## config.mk

```make
export PLATFORM = sky130hd
export DESIGN_NAME = accumulate_hist
export DESIGN_NICKNAME = d
export VERILOG_FILES = /design/src/rtl/accum_pkg.sv /design/src/rtl/accumulate_hist_key_edge.sv /design/src/rtl/accumulate_hist.sv
export SDC_FILE = /design/constraint.sdc
export NUM_CORES = 1
export LEC_CHECK = 0
export ABC_AREA = 1
export CAP_MARGIN = 30
export CORE_ASPECT_RATIO = 0.8
export CORE_UTILIZATION = 30
export CTS_CLUSTER_SIZE = 40
export DETAILED_ROUTE_END_ITERATION = 6
export SYNTH_ARGS = -nofsm -noshare
export SYNTH_HDL_FRONTEND = slang
export SYNTH_HIERARCHICAL = 1
export SYNTH_SLANG_ARGS = --single-unit
```

## constraint.sdc

```tcl
create_clock -name Clock -period 5.5 [get_ports Clock]
set_input_delay 1.65 -clock Clock [delete_from_list [all_inputs] [get_ports Clock]]
set_output_delay 1.65 -clock Clock [all_outputs]
set_load 0.005 [all_outputs]
```

## src/rtl/accum_pkg.sv

```systemverilog
// Shared types and default widths for the accumulate_hist block.
package accum_pkg;

   typedef enum logic [1:0] {
      OP_ADD  = 2'b00,
      OP_SUB  = 2'b01,
      OP_LOAD = 2'b10,
      OP_UNDO = 2'b11
   } op_t;

   localparam int DATA_W_DEF = 8;
   localparam int ACC_W_DEF  = 10;
   localparam int DEPTH_DEF  = 4;

endpackage

```

## src/rtl/accumulate_hist_key_edge.sv

```systemverilog
// key_edge: two-flop synchronizer plus history flop on an active-low
// pushbutton. fall pulses for one cycle on each press (1 -> 0 transition).
// All stages reset to 0 ("pressed") so a key held through reset never fires.
module key_edge (
   input  logic clk,
   input  logic resetn,
   input  logic key,
   output logic fall
);

   logic sync1, sync2, hist;

   // Synchronize the raw key and keep one cycle of history for edge detection
   always_ff @(posedge clk) begin
      if (!resetn) begin
         sync1 <= 1'b0;
         sync2 <= 1'b0;
         hist  <= 1'b0;
      end else begin
         sync1 <= key;
         sync2 <= sync1;
         hist  <= sync2;
      end
   end

   assign fall = hist & ~sync2;

endmodule

```

## src/rtl/accumulate_hist.sv

```systemverilog
// accumulate_hist: step-key driven accumulator with add/sub/load/undo,
// a circular LIFO undo history, sticky overflow flag and a done strobe.
// Build option: define ACCUM_SATURATE_EN to clamp on overflow/borrow
// instead of wrapping.
module accumulate_hist
   import accum_pkg::*;
#(
   parameter int DATA_W = DATA_W_DEF,
   parameter int ACC_W  = ACC_W_DEF,
   parameter int DEPTH  = DEPTH_DEF
) (
   input  logic                       Clock,
   input  logic                       Resetn,
   input  logic                       Step,
   input  logic [1:0]                 Op,
   input  logic [DATA_W-1:0]          Data,
   output logic [ACC_W-1:0]           Acc,
   output logic                       Ovf,
   output logic [$clog2(DEPTH+1)-1:0] Depth,
   output logic                       Done
);

   localparam int PTR_W = (DEPTH > 1) ? $clog2(DEPTH) : 1;
   localparam int CNT_W = $clog2(DEPTH+1);

   logic             evt;
   op_t              op;
   logic [ACC_W-1:0] data_ext;
   logic [ACC_W:0]   sum, diff;
   logic [ACC_W-1:0] add_val, sub_val;
   logic [PTR_W-1:0] wptr, wptr_inc, rptr;
   logic [ACC_W-1:0] hist_mem [DEPTH];
   logic             push;

   key_edge u_key (
      .clk    (Clock),
      .resetn (Resetn),
      .key    (Step),
      .fall   (evt)
   );

   assign op       = op_t'(Op);
   assign data_ext = ACC_W'(Data);
   assign push     = evt && (op != OP_UNDO);

   // wptr is the next free slot; the top of the stack sits just below it
   assign wptr_inc = (wptr == PTR_W'(DEPTH-1)) ? '0 : wptr + 1'b1;
   assign rptr     = (wptr == '0) ? PTR_W'(DEPTH-1) : wptr - 1'b1;

   // Arithmetic at ACC_W+1 bits; the top bit is carry (add) or borrow (sub)
   always_comb begin
      sum     = {1'b0, Acc} + {1'b0, data_ext};
      diff    = {1'b0, Acc} - {1'b0, data_ext};
      add_val = sum[ACC_W-1:0];
      sub_val = diff[ACC_W-1:0];
`ifdef ACCUM_SATURATE_EN
      if (sum[ACC_W])  add_val = '1;
      if (diff[ACC_W]) sub_val = '0;
`endif
   end

   // History storage: pre-operation value is pushed; contents need no reset
   always_ff @(posedge Clock) begin
      if (push) hist_mem[wptr] <= Acc;
   end

   // Accumulator, flag, history bookkeeping and completion strobe
   always_ff @(posedge Clock) begin
      if (!Resetn) begin
         Acc   <= '0;
         Ovf   <= 1'b0;
         Depth <= '0;
         Done  <= 1'b0;
         wptr  <= '0;
      end else begin
         Done <= 1'b0;
         if (evt) begin
            unique case (op)
               OP_ADD: begin
                  Acc <= add_val;
                  if (sum[ACC_W]) Ovf <= 1'b1;
               end
               OP_SUB: begin
                  Acc <= sub_val;
                  if (diff[ACC_W]) Ovf <= 1'b1;
               end
               OP_LOAD: begin
                  Acc <= data_ext;
                  Ovf <= 1'b0;
               end
               OP_UNDO: begin
                  if (Depth != '0) begin
                     Acc   <= hist_mem[rptr];
                     wptr  <= rptr;
                     Depth <= Depth - 1'b1;
                     Done  <= 1'b1;
                  end
               end
            endcase
            if (push) begin
               wptr <= wptr_inc;
               Done <= 1'b1;
               if (Depth != CNT_W'(DEPTH)) Depth <= Depth + 1'b1;
            end
         end
      end
   end

endmodule

```

### Word level (Yosys, flattened, before mapping)

Memories as Yosys holds them, arrays and structs flattened.
Index checks and enable logic that the tools add are counted.

| word-level totals | value |
|---|---|
| bits in registers | 20 |
| RAM bits | 40 |
| word-level logic and storage cells | 56 |
| memories | 1 |

| operators by class | value |
|---|---|
| add/subtract/negate cells | 6 |
| eq/ne operators | 9 |
| multiplexer cells | 19 |
| bitwise gates (word level) | 2 |
| reduce and logical (&&, ||, !) cells | 11 |

Memories:

| memory | words | bits a word | rd ports | clocked after memory_dff | wr ports | line | source |
|---|---|---|---|---|---|---|---|
| hist_mem | 4 | 10 | 1 | 0 | 1 | accumulate_hist.sv:32 | `logic [ACC_W-1:0] hist_mem [DEPTH];` |

Operators with widths:

| cell | count |
|---|---|
| $pmux W10 S4 | 1 |
| $mux W3 | 4 |
| $add A10 B8 Y11 | 1 |
| $sub A10 B8 Y11 | 1 |
| $mux W10 | 1 |
| $mux W2 | 5 |
| $ne A2 B2 Y1 const B | 4 |
| $mux W1 | 7 |
| $eq A2 B2 Y1 const B | 3 |
| $reduce_bool A3 Y1 | 2 |
| $logic_not A2 Y1 | 2 |
| $reduce_and A2 Y1 | 2 |
| $reduce_and A4 Y1 | 1 |
| $reduce_bool A2 Y1 | 2 |
| $add A3 B1 Y3 const B | 1 |
| $ne A3 B3 Y1 const B | 1 |
| $pmux W1 S3 | 1 |
| $reduce_and A3 Y1 | 1 |
| $sub A3 B1 Y3 const B | 1 |
| $add A2 B1 Y2 const B | 1 |
| $eq A2 B1 Y1 const B | 1 |
| $sub A2 B1 Y2 const B | 1 |
| $and A1 B1 Y1 | 1 |
| $logic_and A1 B1 Y1 | 1 |
| $not A1 Y1 | 1 |

### Logic depth before layout (Yosys ltp)

Gate-level depths: netlist (run 1).

| depth | value |
|---|---|
| depth after elaboration | 5 |
| gate-level depth with buffers | 15 |
| mapped depth without buffers | 14 |

### Hierarchy

Netlist (run 1), hierarchy kept.

Modules (own cells, without submodules):

| module | times used | cells an instance | area each (µm²) | seq. area each (µm²) |
|---|---|---|---|---|
| accumulate_hist | 1 | 453 | 3614.7 | 1541.5 |
| key_edge | 1 | 11 | 90.1 | 60.1 |

### Worst setup path before layout (run 1)

OpenSTA, ideal clock, no wires.

| timing path | value |
|---|---|
| kind | input -> register |
| start | input port Op[1] |
| end | memory hist_mem[1][0] in the netlist's numbering (enable) |
| library setup time | 0.376 ns |
| data arrival time | 2.619 ns |
| required time | 5.124 ns |
| slack | 2.504 ns |
| cell stages on the path | 6 |
| path buffers | 1 |
| cells stage by stage | buf_6 -> nand2_4 -> clkinv_4 -> nor2_8 -> inv_1 -> nor2_1 |

| between the ends | value |
|---|---|
| cells in the longest elaborated chain, start to end | 4 |

Ends and longest elaborated chain:

| item | line | source |
|---|---|---|
| from (decl) | accumulate_hist.sv:15 | `input logic [1:0] Op,` |
| $ne A2 B2 Y1 | accumulate_hist.sv:44 | `assign push = evt && (op != OP_UNDO);` |
| $logic_and A1 B1 Y1 | accumulate_hist.sv:44 |  |
| $mux W1 | accumulate_hist.sv:64 | `if (push) hist_mem[wptr] <= Acc;` |
| $mux W1 (implied by the code) | accumulate_hist.sv:64 |  |
| to (decl) | accumulate_hist.sv:32 |  |

No other way between the ends.

### Worst setup path in the final report (run 1)

| timing path | value |
|---|---|
| start | input port Op[1] |
| end | memory hist_mem[1][8] in the netlist's numbering (enable) |

Same word-level chain as after synthesis.

==> metrics, run 1 <==
GR Util met2 26.3%; Final Instance Area 0.00438 mm2; DP HPWL 7410 um; final WL 9880 um; Seq cells post-synth 60; area grow syn2layout 18.1%; GRT met1 Usage 22.4%; CTS tree done; final hold vios 0; Slew @ Worst Pin between 0.8 and 0.9 ns; Yosys top cell by area edfxtp_1; Total Power 1150 uW; Congestion Overflow GR 0; fin. max-slew vios 0; first-pass GRT wire length 16100 um; n_diodes 0; Post-synth EDFFs 40; final setup fails 0; Initial Utilization 31.4%; crit start category input port; Core Footprint 0.0118 mm2; critical path class in -> reg; FMAX about 280 MHz; DIE AREA about 0.013 mm2; met3 Use GR 2.48%; Die Ht 101 um; clock-pin slew on the worst setup and hold paths 0.05 ns; pin count of the biggest net entering global routing 29; fillers 1187; status complete, no violations; Pleak ~0.0019 uW; final worst path period share approximately two thirds; async set or reset register ratio after synthesis 0%; Die Width 126 um; # IOs 28; global-route usage over all layers 16.5%; synth cell count leaders nand2_1, inv_1, nor2_1; FF-to-FF path depth 7; Seq/Total Area, Yosys 43.2%; Avg Synthesized Cell Area ~8 um2; Placer Congestion 0.891; nets 529; Main synth FF type edfxtp_1; PostCTS Resize Cnt 0; post-synthesis instance total 464; Area after DPL slightly above 0.004 mm2; Synth warnings 6; most frequent cell after synthesis nand2_1; hold-fix buffers at CTS 0; deepest clock path buffer count 2; Distinct cells, synth 35; Pre-antenna DRT Iters 4; crit end category register; sinks on the clock net 60; synthesized area 0.00370 mm2; relative slew slack 40.6%; vias per cell 4.98; pre-CTS WS 1.54 ns; Hold Path Depth 2; area fraction of the dominant cell type after synthesis 32.4%; largest cells by area after synthesis edfxtp_1, nand2_1, dfxtp_1; Critical Path RT 5.45 ns; Synthesized Nets approximately 500; Site Rows 35; maximum VDD drop 0.162 mV; via count 3210; Final ANT Viol Nets 0; Final WS setup 1.89 ns; gr busiest metal met2; Max Cap Violations 0; hold crit path type reg -> reg; Worst Path Arrival approximately 3.6 ns; worst skew pair latency 0.33 ns; WHS roughly 0.41 ns; drt drc 0; Final min period 3.61 ns; number of port buffers 27; CTS Buf Count 9; clock root cell clkbuf_16; routed length per placed instance 15.3 um; DR iter-0 viols 237; initial antenna violation count 0; layout cell share with drive strength beyond 1 around 8.1%; clock skew 0.00698 ns; H-tree depth 3; RSZ-0062 raised after global routing no; final setup TNS 0 ns; Post-CTS Setup Inserts 0; Pwr Density about 260 mW/mm2; vias in the first global route about 3100; Worst Path Max Fanout 11
==> per-stage QoR <==
step | utilization (%) | cells
floorplan | - | 464
CTS | 37.2 | 644
detailed placement | 34.7 | 628
global route | 37.2 | 644
global placement | 34.7 | 628
finish | 37.2 | 644
==> sequential cells by signal, summed over array words and instances, names as in the netlist <==
| name | count |
|---|---|
| Acc | 10 |
| u_key/hist | 1 |
| wptr | 2 |
| hist_mem | 40 |
| Done | 1 |
| u_key/sync1 | 1 |
| Depth | 3 |
| Ovf | 1 |
| u_key/sync2 | 1 |
==> per-layer routing <==
| metal | wire, um | vias up |
|---|---|---|
| met5 | 0 | - |
| met4 | 181 | 0 |
| met3 | 532 | 17 |
| met2 | 4500 | 86 |
| met1 | 4660 | 1531 |
| li1 | - | 1576 |
==> cell families after synthesis <==
logic type,share of synthesized area (%)
adder cells (fa/ha/maj),8.85
AO/OA/AOI/OAI,10.5
XOR/XNOR,0.946
flip-flops,43.2
buffers and inverters,8.98
AND/OR/NAND/NOR,27.5
==> cell usage in the layout (no fill, tap or decap), types with 4 or more instances in the layout <==
cell and count:
o211ai_1 6, nand4_1 5, o21ai_0 20, inv_2 9, nand2_2 4, a21oi_1 20
clkbuf_16 10, nand2_1 114, edfxtp_1 40, xor2_1 4, inv_1 55, nand3_1 48
clkdlybuf4s50_1 27, dfxtp_1 20, ha_1 23, nor3_1 4, o21ai_1 8, nor2_1 51
==> critical path, cell delays in order <==
cell and delay [ns]:
clkdlybuf4s50_1 0.60, nand2_4 0.19, clkinv_4 0.13, nor2_8 0.17, inv_1 0.12, nor2_1 0.69
==> report_power, final <==
group	internal, uW	total [uW]	switching [uW]
registers	484	493	8.65
clock network	356	544	188
logic	40.4	112	71.5
total	881	1150	268
==> path summary, 6_finish.rpt <==
check	startpoint	endpoint	slack [ns]
worst min register to register	u_key/sync1	u_key/sync2	0.41
worst max-delay path	Op[1]	hist_mem[1][8]	1.89
worst min-delay path	u_key/sync1	u_key/sync2	0.41
worst max register to register	wptr[0]	Acc[0]	3.24
==> area by class of cell <==
class / count / area (um2) / area share [%]
tap: 148 / 185 / 4.23
inverter: 66 / 255 / 5.83
sequential: 60 / 1600 / 36.6
multi-input combinational: 327 / 1770 / 40.5
timing repair buffer: 27 / 270 / 6.17
clock buffer: 15 / 289 / 6.60
clock inverter: 1 / 5.00 / 0.114
(Power assumes the default switching activity.)
==> run 2, diff against run 1 <==
==> constraint.sdc (replaced) <==
create_clock -name Clock -period 3.6 [get_ports Clock]
set_input_delay 1.08 -clock Clock [delete_from_list [all_inputs] [get_ports Clock]]
set_output_delay 1.08 -clock Clock [all_outputs]
set_load 0.005 [all_outputs]
==> metrics, run 2 (synthesized netlist as in run 1, its figures left out) <==
CTS Buf Count 9 (unchanged); pre-CTS WS 0.423 ns (was 1.54 ns); final WL 9540 um (was 9880 um); nets 538 (was 529); commonest non-fill, non-tap cell in the layout nand2_1 (unchanged); Site Rows 35 (unchanged); RSZ-0062 raised after global routing no (unchanged); biggest regs hist_mem (40), Acc (10), Depth (3) (unchanged); number of port buffers 27 (unchanged); pin count of the biggest net entering global routing 29 (unchanged); Total Power 1750 uW (was 1150 uW); Max Cap Violations 0 (unchanged); critical path class in -> reg (unchanged); Congestion Overflow GR 0 (unchanged); final hold vios 0 (unchanged); clock root cell clkbuf_16 (unchanged); relative slew slack 65.7% (was 40.6%); layout cell share with drive strength beyond 1 10.1% (was 8.06%); Pwr Density 394 mW/mm2 (was 262 mW/mm2); Placer Congestion 0.945 (was 0.891); Core Footprint 0.0118 mm2 (unchanged); vias per cell 4.83 (was 4.98); Worst Path Max Fanout 3 (was 11); area grow syn2layout 20.0% (was 18.1%); fin. max-slew vios 0 (unchanged); drt drc 0 (unchanged); Hold Path Depth 2 (unchanged); DIE AREA 0.0128 mm2 (unchanged); maximum VDD drop 0.220 mV (was 0.162 mV); via count 3152 (was 3210); Die Width 126 um (unchanged); Final min period 2.87 ns; commonest non-fill, non-tap cells in the layout nand2_1, inv_1, nor2_1 (unchanged); sinks on the clock net 60 (unchanged); Post-CTS Setup Inserts 0 (unchanged); crit end category register (unchanged); final setup fails 0 (unchanged); max reg flops 40 (unchanged); n_diodes 0 (unchanged); crit start category input port (unchanged); Slew @ Worst Pin 0.512 ns (was 0.887 ns); final setup TNS 0 ns (unchanged); DR iter-0 viols 224 (was 237); DP HPWL 7060 um (was 7410 um); Die Ht 101 um (unchanged); Pre-antenna DRT Iters 5 (was 4); routed length per placed instance 14.6 um (was 15.3 um); first-pass GRT wire length 15700 um (was 16100 um); deepest clock path buffer count 2 (unchanged); status complete, no violations (unchanged); Reg-to-Reg Start wptr[0] (unchanged); CTS tree done (unchanged); H-tree depth 3 (unchanged); Critical Path RT 3.79 ns (was 5.45 ns); PostCTS Resize Cnt 0 (unchanged); worst skew pair latency 0.32 ns (was 0.33 ns); Reg with most FFs hist_mem (unchanged); HP Start u_key/sync1 (unchanged); final worst path period share 79.8%; FMAX between 300 and 400 MHz; initial antenna violation count 0 (unchanged); Pleak 0.00195 uW (was 0.00190 uW); critical path launch point Data[0] (was Op[1]); Final ANT Viol Nets 0 (unchanged); FF-to-FF path depth 10 (was 7); clock skew 0.00808 ns (was 0.00698 ns); # IOs 28 (unchanged); hold-fix buffers at CTS 0 (unchanged); Initial Utilization 31.4% (unchanged); Final WS setup 0.727 ns (was 1.89 ns); hold crit path type reg -> reg (unchanged); Worst Path Arrival 3.07 ns (was 3.56 ns); clock-pin slew on the worst setup and hold paths 0.05 ns (about the same); vias in the first global route 3000 (was 3081); global-route usage over all layers 16.0% (was 16.5%)
-- run 2: final timing paths --
kind                      end  slack (ns)
hold reg to reg   u_key/sync2        0.41
setup reg to reg       Acc[2]        1.27
hold / removal    u_key/sync2        0.41
setup / recovery       Acc[4]        0.73
-- run 2: layer usage --
| layer | track usage [%] | vias up | routed length (um) |
|---|---|---|---|
| li1 | - | 1601 | - |
| met1 | 22.2 | 1463 | 4560 |
| met2 | 25.6 | 79 | 4310 |
| met3 | 2.80 | 9 | 548 |
| met4 | 4.82 | 0 | 116 |
| met5 | 0 | - | 0 |
-- run 2: per-stage QoR --
step | instance area [um2] | util, % | hold WS [ns] | instances
floorplan | 3700 | - | 0.386 | 464
global placement | 4150 | 35.2 | 0.399 | 637
detailed placement | 4150 | 35.2 | 0.406 | 637
CTS | 4440 | 37.7 | 0.416 | 653
global route | 4440 | 37.7 | 0.443 | 653
finish | 4440 | 37.7 | 0.411 | 653
-- run 2: critical path, cell delays in order --
cell	delay [ns]
clkdlybuf4s50_1	0.47
ha_1	0.26
fa_1	0.40
inv_1	0.10
nand3_1	0.07
nand2_1	0.15
xor2_1	0.19
nor2_1	0.08
o211ai_1	0.18
nand2_1	0.09
-- run 2: report_power, final --
part	total [uW]	leakage, uW	switching, uW	internal (uW)
sequential	750	0.000534	11.0	739
clock	826	0.000142	291	535
combinational	175	0.00127	111	64.3
total	1750	0.00195	413	1340
-- run 2: area by class of cell --
cell class,count,area [um2]
Fill cell,1215,7340
Multi-Input combinational cell,327,1770
Sequential cell,60,1600
Timing Repair Buffer,36,338
Inverter,66,255
Clock buffer,10,229
Tap cell,148,185
Clock inverter,6,65.1
==> run 3, diff against run 2 <==
==> constraint.sdc (replaced) <==
create_clock -name Clock -period 2.35 [get_ports Clock]
set_input_delay 0.705 -clock Clock [delete_from_list [all_inputs] [get_ports Clock]]
set_output_delay 0.705 -clock Clock [all_outputs]
set_load 0.005 [all_outputs]
==> metrics, run 3 (synthesized netlist as in run 1, its figures left out) <==
hold-fix buffers at CTS 0 (unchanged); fillers 1141 (was 1215); fin cells 699 (was 653); Final ANT Viol Nets 0 (unchanged); Seq pwr share 40.2% (was 42.8%); critical path class in -> reg (unchanged); Final min period 2.23 ns; Comb pwr share 11.9% (was 10.0%); final setup TNS 0 ns (unchanged); CTS Buf Count 9 (unchanged); Internal 2210 uW (was 1340 uW); Pleak 0.00219 uW (was 0.00195 uW); Max Cap Violations 0 (unchanged); global-route usage over all layers 16.0% (about the same); crit start category input port (unchanged); Cells after DPL 683 (was 637); crit end category register (unchanged); Critical Path Most Common Cell a21oi_1 (was nand2_1); Finished Core Util 41.4% (was 37.7%); Critical Path RT 2.60 ns (was 3.79 ns); DR iter-0 viols 171 (was 224); initial antenna violation count 0 (unchanged); switching power 644 uW (was 413 uW); worst skew pair latency 0.32 ns (about the same); Worst Path Max Fanout 6 (was 3); CP top delay family buffers and inverters (was adder cells); largest stage delay on the critical path 0.48 ns (was 0.47 ns); sinks on the clock net 60 (unchanged); crit path max-delay cell type clkdlybuf4s50_1 (unchanged); Reg with most FFs hist_mem (unchanged); Initial Utilization 31.4% (unchanged); via count 3349 (was 3152); Pre-antenna DRT Iters 4 (was 5); Final WS setup 0.123 ns (was 0.727 ns); area grow syn2layout 31.8% (was 20.0%); final worst path period share 94.7%; Congestion Overflow GR 0 (unchanged); final setup fails 0 (unchanged); clock skew 0.00586 ns (was 0.00808 ns); RSZ-0062 raised after global routing no (unchanged); Clk pwr share 47.9% (was 47.2%); number of port buffers 27 (unchanged); DIE AREA 0.0128 mm2 (unchanged); vias in the first global route 3226 (was 3000); maximum VDD drop 0.270 mV (was 0.220 mV); Net Sw Frac 22.6% (was 23.6%); clock root cell clkbuf_16 (unchanged); commonest non-fill, non-tap cell in the layout nand2_1 (unchanged); status complete, no violations (unchanged); Reg-to-Reg Start Acc[1] (was wptr[0]); final hold vios 0 (unchanged); first-pass GRT wire length 15800 um (was 15700 um); critical path, cell by cell clkdlybuf4s50_1, inv_1, ha_2, inv_2, nand2_1, nand3_2, buf_4, a21oi_1, nor2_1, a21oi_1 (was clkdlybuf4s50_1, ha_1, fa_1, inv_1, nand3_1, nand2_1, xor2_1, nor2_1, o211ai_1, nand2_1); n_diodes 0 (unchanged); Die Ht 101 um (unchanged); Slew @ Worst Pin 0.460 ns (was 0.512 ns); Die Width 126 um (unchanged); critical path buffer and inverter count 4 (was 2); Total Power 2850 uW (was 1750 uW); Pwr Density 584 mW/mm2 (was 394 mW/mm2); clock-pin slew on the worst setup and hold paths 0.05 ns (about the same); pre-CTS WS -0.370 ns (was 0.423 ns); HP Start u_key/sync1 (unchanged); Site Rows 35 (unchanged); nets 584 (was 538); Placer Congestion 0.896 (was 0.945); relative slew slack 69.3% (was 65.7%); drt drc 0 (unchanged); pin count of the biggest net entering global routing 18 (was 29); Worst Path Arrival 2.48 ns (was 3.07 ns); commonest non-fill, non-tap cells in the layout nand2_1, buf_4, inv_1 (was nand2_1, inv_1, nor2_1); fin. max-slew vios 0 (unchanged); biggest regs hist_mem (40), Acc (10), Depth (3) (unchanged); H-tree depth 3 (unchanged); final WL 9950 um (was 9540 um); Core Footprint 0.0118 mm2 (unchanged); hold crit path type reg -> reg (unchanged); vias per cell 4.79 (was 4.83); CTS tree done (unchanged); layout cell share with drive strength beyond 1 19.6% (was 10.1%); deepest clock path buffer count 2 (unchanged); FMAX around 450 MHz; critical path launch point Data[2] (was Data[0]); # IOs 28 (unchanged); routed length per placed instance 14.2 um (was 14.6 um); max reg flops 40 (unchanged); DP HPWL 7520 um (was 7060 um)
## run 3: cell count changes in the layout (fill, tap and decap cells not counted), moves of 3 or more
cell | before | now
buf_4 | 9 | 55
ha_1 | 23 | 16
ha_2 | 0 | 3
ha_4 | 0 | 4
nor2_1 | 51 | 48
nor2_2 | 3 | 6
## run 3: metal layers
metal	part of all wire [%]	track usage (%)
met5	0	0
met4	1.7	5.47
met3	3.5	2.27
met2	45	26.6
met1	49	21.6
## run 3: worst register-to-register path: cells and delay by family (launching register included)
| family | cells | cell delay, ns |
|---|---|---|
| adder cells (fa/ha/maj) | 1 | 0.43 |
| AND/OR/NAND/NOR | 9 | 0.66 |
| flip-flops | 1 | 0.58 |
| buffers and inverters | 2 | 0.21 |
## run 3: timing repair
action | CTS | global route
gates resized for setup | 2 | 16
setup buffers | 0 | 0
gates cloned | 0 | 0
endpoints found under the setup margin | 3 | 9
endpoints found under the hold margin | 0 | 0
## run 3: worst paths after layout
| check | endpoint | slack (ns) | cells after the start |
|---|---|---|---|
| min | u_key/sync2 | 0.42 | 2 |
| max | Acc[3] | 0.12 | 10 |
| min reg2reg | u_key/sync2 | 0.42 | 2 |
| max reg2reg | Acc[6] | 0.37 | 12 |
## run 3: power by group through the flow
stage          Combinational (uW)  Sequential, uW  Clock, uW
5_1_grt                       373            1150       1420
2_1_floorplan                 175            1160          0
3_5_place_dp                  324            1170          0
3_3_place_gp                  320            1170          0
4_1_cts                       326            1150       1380
6_report                      338            1150       1360
## run 3: through the flow
stage	cell area, um2	hold slack [ns]
after global placement	4500	0.402
after CTS	4810	0.426
after floorplan	3700	0.386
final	4880	0.421
after detailed placement	4500	0.418
after global routing	4880	0.440
## run 3: cell type report
cell class,instances,area [um2],share of cell area [%]
inverters,66,255,5.23
well taps,148,185,3.79
clock buffers,11,233,4.77
repair buffers,82,688,14.1
flip-flops and latches,60,1600,32.8
multi-input cells,327,1840,37.7
clock inverters,5,76.3,1.56
